`src/rtl/bell_tone_sel.sv`:
```
`timescale 1ns/1ps
// -----------------------------------------------------------------------------
// bell_tone_sel
//   Doorbell tone generator. One shared prescaler produces a 1-clk "tick" every
//   PRE_DIV clocks; a single programmable half-period counter derives the
//   selected tone from it. Two buttons step the tone index (with wrap) and a
//   ring request plays the latched tone for DUR_TICKS ticks.
//
// Build option:
//   BELL_TONE_SEL_DEBOUNCE_EN - when defined, each synchronised input passes a
//   tick-based debouncer (DEB_TICKS stable ticks) before edge detection.
//
// Ports:
//   clk       in   system clock, rising edge
//   _rst      in   asynchronous active-low reset
//   btn_up    in   raw button, step tone index up
//   btn_dn    in   raw button, step tone index down
//   ring      in   raw ring request (rising edge)
//   out       out  square-wave buzzer drive
//   busy      out  high while a ring is playing
//   tone_idx  out  currently selected tone
// -----------------------------------------------------------------------------
module bell_tone_sel #(
  parameter int PRE_DIV   = 5000,
  parameter int N_TONES   = 20,
  parameter int DUR_TICKS = 1000,
  parameter int DEB_TICKS = 8
) (
  input  logic                       clk,
  input  logic                       _rst,
  input  logic                       btn_up,
  input  logic                       btn_dn,
  input  logic                       ring,
  output logic                       out,
  output logic                       busy,
  output logic [$clog2(N_TONES)-1:0] tone_idx
);

  localparam int TW = $clog2(N_TONES);
  localparam int PW = $clog2(PRE_DIV);
  localparam int DW = $clog2(DUR_TICKS + 1);

  if (PRE_DIV < 2 || N_TONES < 2 || DUR_TICKS < 1 || DEB_TICKS < 1) begin : g_param_check
    $error("bell_tone_sel: illegal parameter value");
  end

  typedef enum logic {S_IDLE, S_RING} state_e;

  // ---------------------------------------------------------------------------
  // Shared prescaler
  // ---------------------------------------------------------------------------
  logic [PW-1:0] pre_cnt_q;
  logic          tick;

  assign tick = (pre_cnt_q == PW'(PRE_DIV - 1));

  // NOTE: sequential state uses non-blocking assignments so every flop samples
  // the values from before the edge, regardless of block ordering.
  always_ff @(posedge clk or negedge _rst) begin
    if (!_rst)     pre_cnt_q <= '0;
    else if (tick) pre_cnt_q <= '0;
    else           pre_cnt_q <= pre_cnt_q + 1'b1;
  end

  // ---------------------------------------------------------------------------
  // Input conditioning: bit 0 = up, bit 1 = down, bit 2 = ring
  // ---------------------------------------------------------------------------
  logic [2:0] raw;
  logic [2:0] sync1_q, sync2_q;
  logic [2:0] level;
  logic [2:0] prev_q;
  logic [2:0] pulse;

  assign raw = {ring, btn_dn, btn_up};

  always_ff @(posedge clk or negedge _rst) begin
    if (!_rst) begin
      sync1_q <= '0;
      sync2_q <= '0;
    end else begin
      sync1_q <= raw;
      sync2_q <= sync1_q;
    end
  end

`ifdef BELL_TONE_SEL_DEBOUNCE_EN
  localparam int BW = $clog2(DEB_TICKS + 1);

  for (genvar g = 0; g < 3; g++) begin : g_deb
    logic          filt_q;
    logic [BW-1:0] cnt_q;

    // The filtered level flips only after the synced level has disagreed with
    // it on DEB_TICKS consecutive ticks; any agreeing tick restarts the count.
    always_ff @(posedge clk or negedge _rst) begin
      if (!_rst) begin
        filt_q <= 1'b0;
        cnt_q  <= '0;
      end else if (tick) begin
        if (sync2_q[g] != filt_q) begin
          if (cnt_q == BW'(DEB_TICKS - 1)) begin
            filt_q <= sync2_q[g];
            cnt_q  <= '0;
          end else begin
            cnt_q <= cnt_q + 1'b1;
          end
        end else begin
          cnt_q <= '0;
        end
      end
    end

    assign level[g] = filt_q;
  end
`else
  assign level = sync2_q;
`endif

  always_ff @(posedge clk or negedge _rst) begin
    if (!_rst) prev_q <= '0;
    else       prev_q <= level;
  end

  assign pulse = level & ~prev_q;

  // ---------------------------------------------------------------------------
  // Tone index (updates in any FSM state)
  // ---------------------------------------------------------------------------
  logic [TW-1:0] tone_q, tone_d;

  // NOTE: every combinational output gets a default first so no path can
  // leave it unassigned and infer a latch.
  always_comb begin
    tone_d = tone_q;
    if (pulse[0] && !pulse[1]) begin
      tone_d = (tone_q == TW'(N_TONES - 1)) ? '0 : tone_q + 1'b1;
    end else if (pulse[1] && !pulse[0]) begin
      tone_d = (tone_q == '0) ? TW'(N_TONES - 1) : tone_q - 1'b1;
    end
  end

  always_ff @(posedge clk or negedge _rst) begin
    if (!_rst) tone_q <= '0;
    else       tone_q <= tone_d;
  end

  // ---------------------------------------------------------------------------
  // Ring FSM
  // ---------------------------------------------------------------------------
  state_e        state_q, state_d;
  logic [TW-1:0] tone_lat_q, tone_lat_d;
  logic [TW-1:0] half_q, half_d;
  logic [DW-1:0] dur_q, dur_d;
  logic          out_q, out_d;

  always_comb begin
    state_d    = state_q;
    tone_lat_d = tone_lat_q;
    half_d     = half_q;
    dur_d      = dur_q;
    out_d      = out_q;
    unique case (state_q)
      S_IDLE: begin
        out_d = 1'b0;
        if (pulse[2]) begin
          state_d    = S_RING;
          tone_lat_d = tone_q;
          dur_d      = DW'(DUR_TICKS);
          half_d     = '0;
        end
      end
      S_RING: begin
        // A retrigger takes priority over a coincident tick (including the
        // final one) and keeps the output phase.
        if (pulse[2]) begin
          tone_lat_d = tone_q;
          dur_d      = DW'(DUR_TICKS);
          half_d     = '0;
        end else if (tick) begin
          if (half_q == tone_lat_q) begin
            out_d  = ~out_q;
            half_d = '0;
          end else begin
            half_d = half_q + 1'b1;
          end
          dur_d = dur_q - 1'b1;
          if (dur_q == DW'(1)) begin
            state_d = S_IDLE;
            out_d   = 1'b0;
          end
        end
      end
      default: state_d = S_IDLE;
    endcase
  end

  always_ff @(posedge clk or negedge _rst) begin
    if (!_rst) begin
      state_q    <= S_IDLE;
      tone_lat_q <= '0;
      half_q     <= '0;
      dur_q      <= '0;
      out_q      <= 1'b0;
    end else begin
      state_q    <= state_d;
      tone_lat_q <= tone_lat_d;
      half_q     <= half_d;
      dur_q      <= dur_d;
      out_q      <= out_d;
    end
  end

  assign out      = out_q;
  assign busy     = (state_q == S_RING);
  assign tone_idx = tone_q;

endmodule

```
`config.mk`:
```
export PLATFORM = sky130hd
export DESIGN_NAME = bell_tone_sel
export DESIGN_NICKNAME = d
export VERILOG_FILES = /design/src/rtl/bell_tone_sel.sv
export SDC_FILE = /design/constraint.sdc
export NUM_CORES = 1
export LEC_CHECK = 0
export BUFFER_PORTS_ARGS = -buffer_cell sky130_fd_sc_hd__buf_2
export CAP_MARGIN = 20
export CORE_MARGIN = 5
export CORE_UTILIZATION = 30
export CTS_CLUSTER_SIZE = 28
export DETAILED_ROUTE_END_ITERATION = 7
export GPL_TIMING_DRIVEN = 0
export PLACE_DENSITY = 0.5
export SKIP_LAST_GASP = 1
export SYNTH_ARGS = -nofsm -noshare
export SYNTH_HDL_FRONTEND = slang
export SYNTH_SLANG_ARGS = --single-unit
```
`constraint.sdc`:
```
create_clock -name clk -period 2.9 [get_ports clk]
set_clock_uncertainty 0.1 [all_clocks]
set_input_delay 0 -clock clk [delete_from_list [all_inputs] [get_ports clk]]
set_output_delay 0 -clock clk [all_outputs]
set_load 0.05 [all_outputs]
```
# --- Word level (Yosys, flattened, before mapping) ---
# Cells that the tools add are included.
classes:
  add_sub_neg: 5
  eq_ne: 9
  mux: 25
  bitwise_logic: 4
  reduce_logical: 8
ops:
  columns: ["operator", "count"]
  rows:
  - ["$mux W5", 9]
  - ["$mux W10", 3]
  - ["$pmux W10 S2", 1]
  - ["$add A13 B1 Y13 const B", 1]
  - ["$eq A13 B13 Y1 const B", 1]
  - ["$mux W13", 1]
  - ["$add A5 B1 Y5 const B", 2]
  - ["$eq A10 B1 Y1 const B", 1]
  - ["$pmux W5 S2", 1]
  - ["$sub A10 B1 Y10 const B", 1]
  - ["$mux W1", 8]
  - ["$ne A2 B2 Y1 const B", 3]
  - ["$eq A5 B5 Y1", 1]
  - ["$eq A5 B5 Y1 const B", 1]
  - ["$logic_not A5 Y1", 1]
  - ["$sub A5 B1 Y5 const B", 1]
  - ["$pmux W1 S2", 2]
  - ["$and A3 B3 Y3", 1]
  - ["$ne A3 B1 Y1 const B", 1]
  - ["$ne A3 B3 Y1 const B", 1]
  - ["$not A3 Y3", 1]
  - ["$reduce_and A3 Y1", 1]
  - ["$logic_and A1 B1 Y1", 2]
  - ["$logic_not A1 Y1", 2]
  - ["other kinds (3)", 4]
word_totals:
  register_bits: 49
  in_bits: 5
  output_inout_bits: 7
  wordCells: 61

# --- Longest topological paths before layout ---
logic_depth:
  ltp_word: 6
  depth_mapped: 8
  ltp_nobuf: 7

# --- Least setup slack after synthesis ---
# No wires, ideal clock.
synth_timing:
  kind: "reg-to-reg"
  start: "register pre_cnt_q[3]"
  end: "register out_q (netlist: out)"
  setup_ps: 82
  arrival_ps: 1966
  t_required_ps: 2718
  path_slack_ps: 752
  path_stages_with_launch: 6
  n_path_buf: 0
  synth_period_minus_slack_ps: 2148
  path_cell_list: "dfrtp_1 > or4b_4 > nor4_4 > nand2_2 > or4_1 > a31oi_1"
synth_between:
  elab_chain_cells: 3
synth_lines:
  columns: ["item", "line_no", "text"]
  rows:
  - ["start, declared", "52", "logic [PW-1:0] pre_cnt_q;"]
  - ["start signal, assigned", "62", "else pre_cnt_q <= pre_cnt_q + 1'b1;"]
  - ["$eq A13 B13 Y1", "55", "assign tick = (pre_cnt_q == PW'(PRE_DIV - 1));"]
  - ["$ne A2 B2 Y1 (no line)", null, null]
  - ["$reduce_and A3 Y1 (no line)", null, null]
  - ["end signal, assigned", "209", "out_q <= out_d;"]
  - ["end, declared", "154", "logic out_q, out_d;"]
# Every way passes these cells.
# A chain may end at the register's enable or synchronous reset.

# --- Worst setup path in the final report ---
layout_timing:
  start: "register pre_cnt_q[3]"
  end: "register dur_q[9]"
layout_between:
  elab_chain_cells: 3
layout_lines:
  columns: ["item", "line_no", "text"]
  rows:
  - ["$eq A13 B13 Y1", "55", null]
  - ["$ne A3 B3 Y1 (no line)", null, null]
  - ["$reduce_and A2 Y1 (no line)", null, null]
  - ["end signal, assigned", "208", "dur_q <= dur_d;"]
  - ["end, declared", "153", "logic [DW-1:0] dur_q, dur_d;"]
# Every way passes these cells.

==> reports/qor.yml <==
status:
  status: "finished clean"
timing:
  period_minus_slack_ns: 2.411
  slew_violations: 0
  clock.fmax_ghz: 0.4147
  finalSetupTns_ns: 0
  worst_slew_pin_slew_ns: 0.5590
  hold_viol: 0
  grt_setup_unrepaired: "false"
  relSlewSlack: 0.6245
  setup_violations: 0
  finalCritPeriodShare: 0.8314
worst_setup_path:
  required_ns: 2.97
  crit_path_start_kind: "flop"
  end_kind: "flop"
  reg2reg_depth: 6
  timing_worst_setup_path_type: "flop to flop"
  r2r-end: "dur_q[9]"
  max_stage_delay_ns: 0.58
  worstPathCellList: "or4b_4 > nor4_4 > buf_2 > nand4_1 > xor2_1 > nand2_1"
  cp_max_fo: 10
  rrSetupSlack_ns: 0.49
  cp_slowest_cell: "or4b_4"
  worstPathArrival_ns: 2.48
  reg2reg_from: "pre_cnt_q[3]"
power:
  static-leakage-power_nw: 1.139
  power_frac_clock: 0.243
  swShare: 0.3553
  power_density_mw_per_mm2: 613.4
  intPower_mw: 1.079
  seq_power_share: 0.489
  peakVddDrop_uv: 249.1
  pwr-share-comb: 0.268
  p_sw_mw: 0.5944
die:
  rows: 32
  dieArea_mm2: 0.009809
  placeableCoreArea_mm2: 0.007727
  dieHeight_um: 99.04
  ios: 12
  fp.dieW_um: 99.04
  initial_core_util: 0.3078
layout:
  syn2layout_area_growth_pct: 14.68
  final_layout_size_suffix_gt1_frac: 0.1000
  n_antenna_cell: 0
  finish.utilization: 0.3530
  nNetsFinal: 272
hold_path:
  hold_path_class: "input pin to async pin"
yosys:
  synth_top_area_frac: 0.5155
  synth_cell_type_count: 38
  ys_top_cells_by_area: "dfrtp_1 52%, xor2_1 5.2%, o21ai_0 4.2%"
  syn_inst: 236
  yosys.area_share.simple: 0.2320
  synth_top_family_by_area: "simple AND/OR/NAND/NOR gates"
  synth_seq_cells: 49
  synthXorXnorAreaFrac: 0.08469
  synth.cell_area_mm2: 0.002379
  ys.warnings.count: 0
  synth.area.mux_share: 0.01315
  seq_area_frac_synth: 0.5155
  avgSynthCellArea_um2: 10.08
  synth_nets: 248
  post_synth_fa_ha_maj_area_fraction: 0.03682
  yosys.area.top_type: "dfrtp_1"
  synth-compound-area-share: 0.08732
routing:
  drt_iter0_markers: 75
  drt_wl_total_um: 4421
  vias: 1708
  drc_errors: 0
  vias_per_cell: 4.718
  final_antenna_net_count: 0
  dr.pass1.iters: 4
  wire_per_inst_um: 12.21
global_routing:
  grt_pass1_vias: 1645
  grt_max_degree: 26
  overflow: 0
  grt_usage: 0.09772
  antenna_found_initial: 0
  grt_pass1_wl_um: 7900
clocking:
  numCtsBuffers: 5
  cts_root_buffer: "clkbuf_8"
  h-tree-depth: 2
  clkSlewWorstSetupHoldPaths_ns: 0.09
  cts_tree: "yes"
  insertion_delay_ns: 0.29
  cts.sinks: 49
  clk_path_buf_depth: 2
  post-cts-setup-buffers: 0
placed_design:
  port_buffers: 11
  place_hpwl_um: 3146
  place_congestion: 0.8130
job:
  maxCapViolCount: 0
[worst max path at each step]
stage,startpoint,end,slack (ns),depth (start not counted)
floorplan,pre_cnt_q[3],out,0.75,5
global placement,pre_cnt_q[3],dur_q[9],0.48,6
detailed placement,pre_cnt_q[3],dur_q[9],0.51,6
CTS,pre_cnt_q[3],dur_q[9],0.50,6
global route,pre_cnt_q[3],dur_q[9],0.36,6
finish,pre_cnt_q[3],dur_q[9],0.49,6
[routing by layer]
layer | routed length, um | vias to the layer above | global-route usage
met1 | 2211 | 802 | 0.1349
met3 | 171 | 5 | 0.02265
met2 | 1975 | 31 | 0.1513
li1 | - | 870 | -
met5 | 0 | - | 0
met4 | 62 | 0 | 0.03151
[metrics by stage]
step	hold slack [ns]	setup slack, ns	total power [mW]	area [um2]	instances
final	0.1083	0.4888	1.673	2728	362
after global routing	0.1438	0.3645	1.791	2728	362
after CTS	0.1075	0.4957	1.704	2728	362
after detailed placement	-0.09737	0.5073	1.283	2601	351
after global placement	0.008469	0.4820	1.268	2561	349
after floorplan	-0.3956	0.7516	1.158	2379	236
[cells in the mapped netlist]
cell type and count:
o31ai_1 1, inv_1 9, a2bb2oi_1 1, and2_1 2
mux2_2 1, and4b_1 1, nor4_1 6, nand4_1 9
nor4_4 2, or4_1 2, nor2b_1 4, o31a_1 1
buf_2 1, buf_1 1, dfrtp_1 49, and4_1 2
xor2_1 14, or4b_4 1, nand2b_1 4, o221ai_1 1
a31oi_1 3, ha_1 7, nand3b_1 3, mux2i_1 2
or2_2 1, and3_1 4, nand3_1 10, or4b_1 1
a22oi_1 1, xnor2_1 9, nor3_1 6, nand2_2 1
o21ai_0 20, a21oi_1 8, nand2_1 22, a211oi_1 1
nor2_1 17, clkbuf_1 8
[layout make-up]
cell class	instances	area [um2]
buffer	10	38.79
clock buffer	7	86.33
fill	782	5000
inverter	9	33.78
multi-input combinational	168	1080
sequential	49	1226
tap	102	127.6
timing repair buffer	17	135.1
[worst max-delay path, delay by kind of cell, from the launching register on]
family                 cells  cell delay, ns
AND/OR/NAND/NOR            4            1.27
XOR/XNOR                   1            0.17
flip-flops                 1            0.43
buffers and inverters      1            0.32
[timing repair]
item                                    CTS  global route
hold endpoints to repair                 52             0
endpoints found under the setup margin    0             0
hold buffers                              4             0
resized for setup                         0             0
[cells in the final DEF (no fill, tap or decap), drive strengths merged, types with 3 or more instances in the layout]
master,synthesis,routed
a21oi,8,8
a31oi,3,3
and3,4,4
buf,2,15
clkbuf,8,15
dfrtp,49,49
dlygate4sd3,0,4
ha,7,7
inv,9,9
nand2,23,23
nand2b,4,4
nand3,10,10
nand3b,3,3
nand4,9,9
nor2,17,17
nor2b,4,4
nor3,6,6
nor4,8,8
o21ai,20,20
xnor2,9,9
xor2,14,14
[cell families (layout without fill, tap and decap cells)]
family,Yosys count,after routing
compound gates,37,37
flops,49,49
buf+inv,19,43
mux,3,3
simple gates,98,98
fa+ha+maj,7,7
xor+xnor,23,23
[sequential cells by signal, indices dropped and copies added (netlist names)]
signal and cells:
pre_cnt_q 13, dur_q 10, half_q 5, tone_idx 5, tone_lat_q 5, level 3, prev_q 3, sync1_q 3
busy 1, out 1
[power by group through the flow]
stage	Combinational [mW]	Sequential, mW	Clock (mW)
final	0.449	0.817	0.407
after global routing	0.500	0.834	0.457
after CTS	0.455	0.819	0.430
after detailed placement	0.450	0.834	0
after global placement	0.440	0.829	0
after floorplan	0.222	0.935	0
No activity file was read; power rests on OpenSTA's default activity.
